<file path="config.mk">
export PLATFORM = sky130hd
export DESIGN_NAME = cdc_word_sender_flat
export DESIGN_NICKNAME = d
export VERILOG_FILES = /design/src/rtl/cdc_word_sender_if.sv /design/src/rtl/cdc_word_sender.sv /design/src/flat_wrapper.sv
export SDC_FILE = /design/constraint.sdc
export NUM_CORES = 1
export LEC_CHECK = 0
export CAP_MARGIN = 20
export CORE_UTILIZATION = 54
export CTS_CLUSTER_DIAMETER = 120
export DETAILED_ROUTE_END_ITERATION = 12
export GPL_TIMING_DRIVEN = 0
export MAX_ROUTING_LAYER = met4
export PLACE_DENSITY = 0.83
export SYNTH_ARGS = -nofsm -noshare
export SYNTH_HDL_FRONTEND = slang
export SYNTH_SLANG_ARGS = --single-unit
</file>
<file path="constraint.sdc">
create_clock -name clk -period 3.9 [get_ports clk]
set_input_delay 0.78 -clock clk [delete_from_list [all_inputs] [get_ports clk]]
set_output_delay 0.78 -clock clk [all_outputs]
set_load 0.005 [all_outputs]
</file>
<file path="src/rtl/cdc_word_sender_if.sv">
`default_nettype none
// ============================================================================
// Module   : cdc_word_sender_if
// Brief    : Write handshake and crossing bus of the source-domain word sender.
// Revision : 1.0 - initial release
// ============================================================================
interface cdc_word_sender_if #(
   parameter int WIDTH = 12
);
   logic             wr_valid;
   logic [WIDTH-1:0] wr_data;
   logic             wr_ready;
   logic [WIDTH-1:0] xfer_data;
   logic             xfer_req;
   logic             xfer_ack;
   logic             busy;
   logic             done;
   logic             err;
   logic             err_clr;

   modport slave (
      input  wr_valid, wr_data, xfer_ack, err_clr,
      output wr_ready, xfer_data, xfer_req, busy, done, err
   );

   modport master (
      output wr_valid, wr_data, xfer_ack, err_clr,
      input  wr_ready, xfer_data, xfer_req, busy, done, err
   );
endinterface
`default_nettype wire

</file>
<file path="src/rtl/cdc_word_sender.sv">
`default_nettype none
// ============================================================================
// Module   : cdc_word_sender
// Brief    : Sequences buffered words into a toggle req/ack crossing with
//            data settle window, ack synchronizer and sticky timeout flag.
// Revision : 1.0 - initial release
// ============================================================================
module cdc_word_sender #(
   parameter int WIDTH       = 12,
   parameter int SETTLE      = 2,
   parameter int SYNC_STAGES = 2,
   parameter int TIMEOUT     = 255
) (
   input  wire logic          clk,
   input  wire logic          reset_n,
   cdc_word_sender_if.slave   bus
);
   localparam int SCW = (SETTLE > 1) ? $clog2(SETTLE) : 1;
   localparam int TCW = $clog2(TIMEOUT + 1);

   localparam logic [SCW-1:0] c_SETTLE_LAST = SCW'(SETTLE - 1);
   localparam logic [TCW-1:0] c_TO_LAST     = TCW'(TIMEOUT - 1);
   localparam logic [TCW-1:0] c_TO_MAX      = TCW'(TIMEOUT);

   typedef enum logic [1:0] {
      ST_IDLE     = 2'd0,
      ST_SETTLE   = 2'd1,
      ST_WAIT_ACK = 2'd2
   } state_t;

   state_t                 r_state;
   logic [SYNC_STAGES-1:0] r_ack_sync;
   logic                   r_pend_valid;
   logic [WIDTH-1:0]       r_pend_data;
   logic [WIDTH-1:0]       r_xfer_data;
   logic                   r_xfer_req;
   logic [SCW-1:0]         r_settle_cnt;
   logic [TCW-1:0]         r_to_cnt;
   logic                   r_done;
   logic                   r_err;
   logic                   r_wr_ready;
   logic                   r_busy;

   state_t                 w_state_nxt;
   logic                   w_pend_valid_nxt;
   logic [WIDTH-1:0]       w_pend_data_nxt;
   logic [WIDTH-1:0]       w_xfer_data_nxt;
   logic                   w_xfer_req_nxt;
   logic [SCW-1:0]         w_settle_cnt_nxt;
   logic [TCW-1:0]         w_to_cnt_nxt;
   logic                   w_done_nxt;
   logic                   w_err_set;
   logic                   w_err_nxt;
   logic                   w_busy_nxt;
   logic                   w_ack_s;
   logic                   w_accept;

   assign w_ack_s  = r_ack_sync[SYNC_STAGES-1];
   assign w_accept = bus.wr_valid & r_wr_ready;

   always_comb begin
      w_state_nxt      = r_state;
      w_pend_valid_nxt = r_pend_valid;
      w_pend_data_nxt  = r_pend_data;
      w_xfer_data_nxt  = r_xfer_data;
      w_xfer_req_nxt   = r_xfer_req;
      w_settle_cnt_nxt = r_settle_cnt;
      w_to_cnt_nxt     = r_to_cnt;
      w_done_nxt       = 1'b0;
      w_err_set        = 1'b0;

      case (r_state)
         ST_IDLE: begin
            if (r_pend_valid) begin
               w_xfer_data_nxt  = r_pend_data;
               w_pend_valid_nxt = 1'b0;
               w_settle_cnt_nxt = '0;
               w_state_nxt      = ST_SETTLE;
            end
         end
         ST_SETTLE: begin
            if (r_settle_cnt == c_SETTLE_LAST) begin
               w_xfer_req_nxt = ~r_xfer_req;
               w_to_cnt_nxt   = '0;
               w_state_nxt    = ST_WAIT_ACK;
            end else begin
               w_settle_cnt_nxt = r_settle_cnt + SCW'(1);
            end
         end
         ST_WAIT_ACK: begin
            // A timed-out word keeps waiting; the request is never re-toggled.
            if (w_ack_s == r_xfer_req) begin
               w_done_nxt  = 1'b1;
               w_state_nxt = ST_IDLE;
            end else if (r_to_cnt != c_TO_MAX) begin
               w_to_cnt_nxt = r_to_cnt + TCW'(1);
               w_err_set    = (r_to_cnt == c_TO_LAST);
            end
         end
         default: w_state_nxt = ST_IDLE;
      endcase

      if (w_accept) begin
         w_pend_valid_nxt = 1'b1;
         w_pend_data_nxt  = bus.wr_data;
      end

      w_err_nxt  = w_err_set | (r_err & ~bus.err_clr);
      // busy reflects the state held during the current cycle, one edge late.
      w_busy_nxt = (r_state != ST_IDLE) | r_pend_valid;
   end

   always_ff @(posedge clk) begin
      if (!reset_n) begin
         r_state      <= ST_IDLE;
         r_ack_sync   <= '0;
         r_pend_valid <= 1'b0;
         r_pend_data  <= '0;
         r_xfer_data  <= '0;
         r_xfer_req   <= 1'b0;
         r_settle_cnt <= '0;
         r_to_cnt     <= '0;
         r_done       <= 1'b0;
         r_err        <= 1'b0;
         r_wr_ready   <= 1'b1;
         r_busy       <= 1'b0;
      end else begin
         r_state      <= w_state_nxt;
         r_ack_sync   <= {r_ack_sync[SYNC_STAGES-2:0], bus.xfer_ack};
         r_pend_valid <= w_pend_valid_nxt;
         r_pend_data  <= w_pend_data_nxt;
         r_xfer_data  <= w_xfer_data_nxt;
         r_xfer_req   <= w_xfer_req_nxt;
         r_settle_cnt <= w_settle_cnt_nxt;
         r_to_cnt     <= w_to_cnt_nxt;
         r_done       <= w_done_nxt;
         r_err        <= w_err_nxt;
         r_wr_ready   <= ~w_pend_valid_nxt;
         r_busy       <= w_busy_nxt;
      end
   end

   assign bus.wr_ready  = r_wr_ready;
   assign bus.xfer_data = r_xfer_data;
   assign bus.xfer_req  = r_xfer_req;
   assign bus.busy      = r_busy;
   assign bus.done      = r_done;
   assign bus.err       = r_err;

endmodule
`default_nettype wire

</file>
<file path="src/flat_wrapper.sv">
// flat-port wrapper written by rule: the top's interface ports become plain ports
module cdc_word_sender_flat 
#(
   parameter int WIDTH       = 12,
   parameter int SETTLE      = 2,
   parameter int SYNC_STAGES = 2,
   parameter int TIMEOUT     = 255
)
  (clk, reset_n, bus_wr_valid, bus_wr_data, bus_xfer_ack, bus_err_clr, bus_wr_ready, bus_xfer_data, bus_xfer_req, bus_busy, bus_done, bus_err);
  cdc_word_sender_if #(.WIDTH(WIDTH)) bus_i ();
  input  wire logic clk;
  input  wire logic reset_n;
  input wire logic [$bits(bus_i.wr_valid)-1:0] bus_wr_valid;
  input wire logic [$bits(bus_i.wr_data)-1:0] bus_wr_data;
  input wire logic [$bits(bus_i.xfer_ack)-1:0] bus_xfer_ack;
  input wire logic [$bits(bus_i.err_clr)-1:0] bus_err_clr;
  output wire logic [$bits(bus_i.wr_ready)-1:0] bus_wr_ready;
  output wire logic [$bits(bus_i.xfer_data)-1:0] bus_xfer_data;
  output wire logic [$bits(bus_i.xfer_req)-1:0] bus_xfer_req;
  output wire logic [$bits(bus_i.busy)-1:0] bus_busy;
  output wire logic [$bits(bus_i.done)-1:0] bus_done;
  output wire logic [$bits(bus_i.err)-1:0] bus_err;
  assign bus_i.wr_valid = bus_wr_valid;
  assign bus_i.wr_data = bus_wr_data;
  assign bus_i.xfer_ack = bus_xfer_ack;
  assign bus_i.err_clr = bus_err_clr;
  assign bus_wr_ready = bus_i.wr_ready;
  assign bus_xfer_data = bus_i.xfer_data;
  assign bus_xfer_req = bus_i.xfer_req;
  assign bus_busy = bus_i.busy;
  assign bus_done = bus_i.done;
  assign bus_err = bus_i.err;
  cdc_word_sender #(.WIDTH(WIDTH), .SETTLE(SETTLE), .SYNC_STAGES(SYNC_STAGES), .TIMEOUT(TIMEOUT)) u_core (.clk(clk), .reset_n(reset_n), .bus(bus_i));
endmodule
</file>
==> summary.md <==
| Metric | Value |
|---|---|
| Post-CTS setup buffer count | 0 |
| Failing checks | DRC |
| Area of the multi-input gates | around 750 sq um |
| Clock Tree Root | clkbuf_4 |
| Net count after synthesis | 211 |
| Synth Flop Type | dfxtp_1 |
| Initial antenna violation count | 0 |
| DRC errors left | 1 |
| # rows | 19 |
| Final period utilization | 0.536 |
| Clk sinks | 43 |
| Post-Synthesis Cells | 192 |
| Tmin final | about 2100 ps |
| Worst-Skew Late Latency | 350 ps |
| Unrepaired setup endpoints after global routing | false |
| EDFF count, synth | 0 |
| Worst-path clk slew | 120 ps |
| Final TNS setup | 0 ps |
| Die Wd | 57.7 microns |
| Most frequent cell after synthesis | nand2_1 |
| Status | finished with violations |
| Vias per cell | 5.36 |
| HPWL after DPL | 2650 microns |
| Critical path cell sequence | clkdlybuf4s50_1 |
| Synth Area per Inst | 8.73 sq um |
| Port bufs | 33 |
| Post-synth top cells | 58 x nand2_1, 43 x dfxtp_1, 14 x a21boi_0 |
| Largest net degree at the start of global routing | 14 |
| Critical Path Fanout Max | 3 |
| Crit end category | output port |
| Slew @ Worst Pin | 511 ps |
| Max stage delay on crit path | 530 ps |
| H-tree depth | 2 |
| CTS tree | yes |
| Total track usage | 0.239 |
| Placeable Area | 2850 sq um |
| RD Place Congestion | 0.810 |
| Wire length on met2 | 1900 microns |
| Final wirelength | 3490 microns |
| Met1 wire length | 1450 microns |
| Max_cap viols | 0 |
| Pleak | 0.758 nW |
| CTS Buf Count | 5 |
| First-pass GRT wire length | 5910 microns |
| Initial Utilization | 0.588 |
| Flops & latches, synth | 43 |
| Setup Crit Path Kind | reg -> out |
| Synthesized area | 1680 sq um |
| Worst min path class | reg -> reg |
| Cell variety after synth | 37 |
| Critical path arrival | 1310 ps |
| Iteration-0 DRC Markers | 111 |
| Syn-to-layout area delta | 25.2% |
| Top cell type's share of synthesized area | 0.513 |
| F_max | 0.479 GHz |
| Max-slew headroom | 0.658 |
| Die ar. | 3330 sq um |
| Clk_skew | 8.15 ps |
| Layout cells sized above 1 | 0.0687 |
| Cell area power density | 354 nW/um^2 |
| Fill count | 236 |
| Vias in the first global route | 1408 |
| Max Buffers Root-to-Sink | 2 |
| Synth warnings | 0 |
| Crit start category | flip-flop |
| Hold-fix buffer count after cts | 0 |
| CP bufs+invs | 1 |
| Met3 routed WL | 126 microns |
| Ant diodes | 0 |
| Total power | 743 uW |
| I/O pin total | 34 |
| Resize count post-CTS | 0 |
| Layout Nets | 251 |
| Detail Route Antenna Nets | 0 |
| Die H | between 50 and 60 microns |
| Drt first pass iters | 8 |
| Setup violations, final | 0 |
| CP delay by family, top | buffers and inverters |
| Register area | 861 sq um |
| Total grt overflow | 0 |
| Routed length per instance | 13.2 microns |
| Max Used Layer | met4 |
| Final Max Slew Viols | 0 |
| Top cells by area, synth | dfxtp_1 51%, nand2_1 13%, a21boi_0 6.3% |
| Vias | approximately 1.4k |
| Hold Fails Final Rpt | 0 |
| Slowest cell on crit path | clkdlybuf4s50_1 |
| Asr flop ratio synth | 0 |
| Seq/Total Area, Yosys | 0.513 |
| Synth area leader | dfxtp_1 |
| VDD IR max | 276 uV |
| Required @ worst endpoint | 3120 ps |
metrics by stage:
step | util | std cells | setup slack (ps) | instance area [sq um] | hold WS, ps
6_report | 0.736 | 264 | 1810 | 2100 | 449
5_1_grt | 0.736 | 264 | 1760 | 2100 | 478
4_1_cts | 0.736 | 264 | 1790 | 2100 | 450
3_5_place_dp | 0.717 | 256 | 1570 | 2050 | 420
3_3_place_gp | 0.717 | 256 | 1620 | 2050 | 414
2_1_floorplan | - | 192 | 2240 | 1680 | 412
sequential cells by signal, summed over array words and instances (netlist names):
register / count
u_core.bus.xfer_data: 12
u_core.r_pend_data: 12
u_core.r_to_cnt: 8
u_core.r_ack_sync: 2
u_core.r_state: 2
u_core.bus.busy: 1
u_core.bus.done: 1
u_core.bus.err: 1
u_core.bus.wr_ready: 1
u_core.bus.xfer_req: 1
u_core.r_pend_valid: 1
u_core.r_settle_cnt: 1
routing by layer:
layer | vias up | track usage
met4 | 0 | 0.0918
met2 | 30 | 0.422
met3 | 2 | 0.0513
li1 | 720 | -
met5 | - | -
met1 | 664 | 0.263
where the power goes:
part	total, mW	switching, mW	internal (mW)
Combinational	0.0728	0.0349	0.0379
Sequential	0.464	0.00906	0.455
Clock	0.207	0.137	0.0697
cell families after synthesis:
group	after synthesis	synth area share
flops	43	0.513
buf+inv	15	0.0381
compound gates	41	0.174
simple gates	87	0.233
xor+xnor	3	0.0202
mux	1	0.00672
fa+ha+maj	2	0.0149
worst paths after layout:
kind | cells after the start | endpoint | slack [ps] | start
min | 1 | u_core.r_ack_sync[1] | 450 | u_core.r_ack_sync[0]
max | 1 | bus_xfer_req | 1810 | u_core.bus.xfer_req
max reg2reg | 5 | u_core.r_to_cnt[7] | 2040 | u_core.r_to_cnt[0]
min reg2reg | 1 | u_core.r_ack_sync[1] | 450 | u_core.r_ack_sync[0]
layout make-up:
| class | count | share of cell area |
|---|---|---|
| Sequential cell | 43 | 0.410 |
| Multi-Input combinational cell | 134 | 0.358 |
| Timing Repair Buffer | 33 | 0.157 |
| Clock buffer | 6 | 0.0197 |
| Tap cell | 31 | 0.0185 |
| Buffer | 8 | 0.0179 |
| Inverter | 7 | 0.0125 |
| Clock inverter | 2 | 0.00596 |
cell usage in the layout, fill, tap and decap left out, types with 2 or more instances in the layout:
cell type | netlist | routed
inv_1 | 7 | 7
xnor2_1 | 2 | 2
o2bb2ai_1 | 2 | 2
a21oi_1 | 13 | 13
dfxtp_1 | 43 | 43
ha_1 | 2 | 2
nand2_1 | 58 | 58
clkdlybuf4s50_1 | 0 | 33
and2_1 | 6 | 6
nor2_1 | 5 | 5
o21ai_0 | 2 | 2
nand3_1 | 2 | 2
o22a_2 | 2 | 2
a21boi_0 | 14 | 14
nand4_1 | 3 | 3
clkbuf_4 | 0 | 5
clkbuf_1 | 6 | 7
nor3_1 | 4 | 4
No activity file was read; power rests on OpenSTA's default activity.
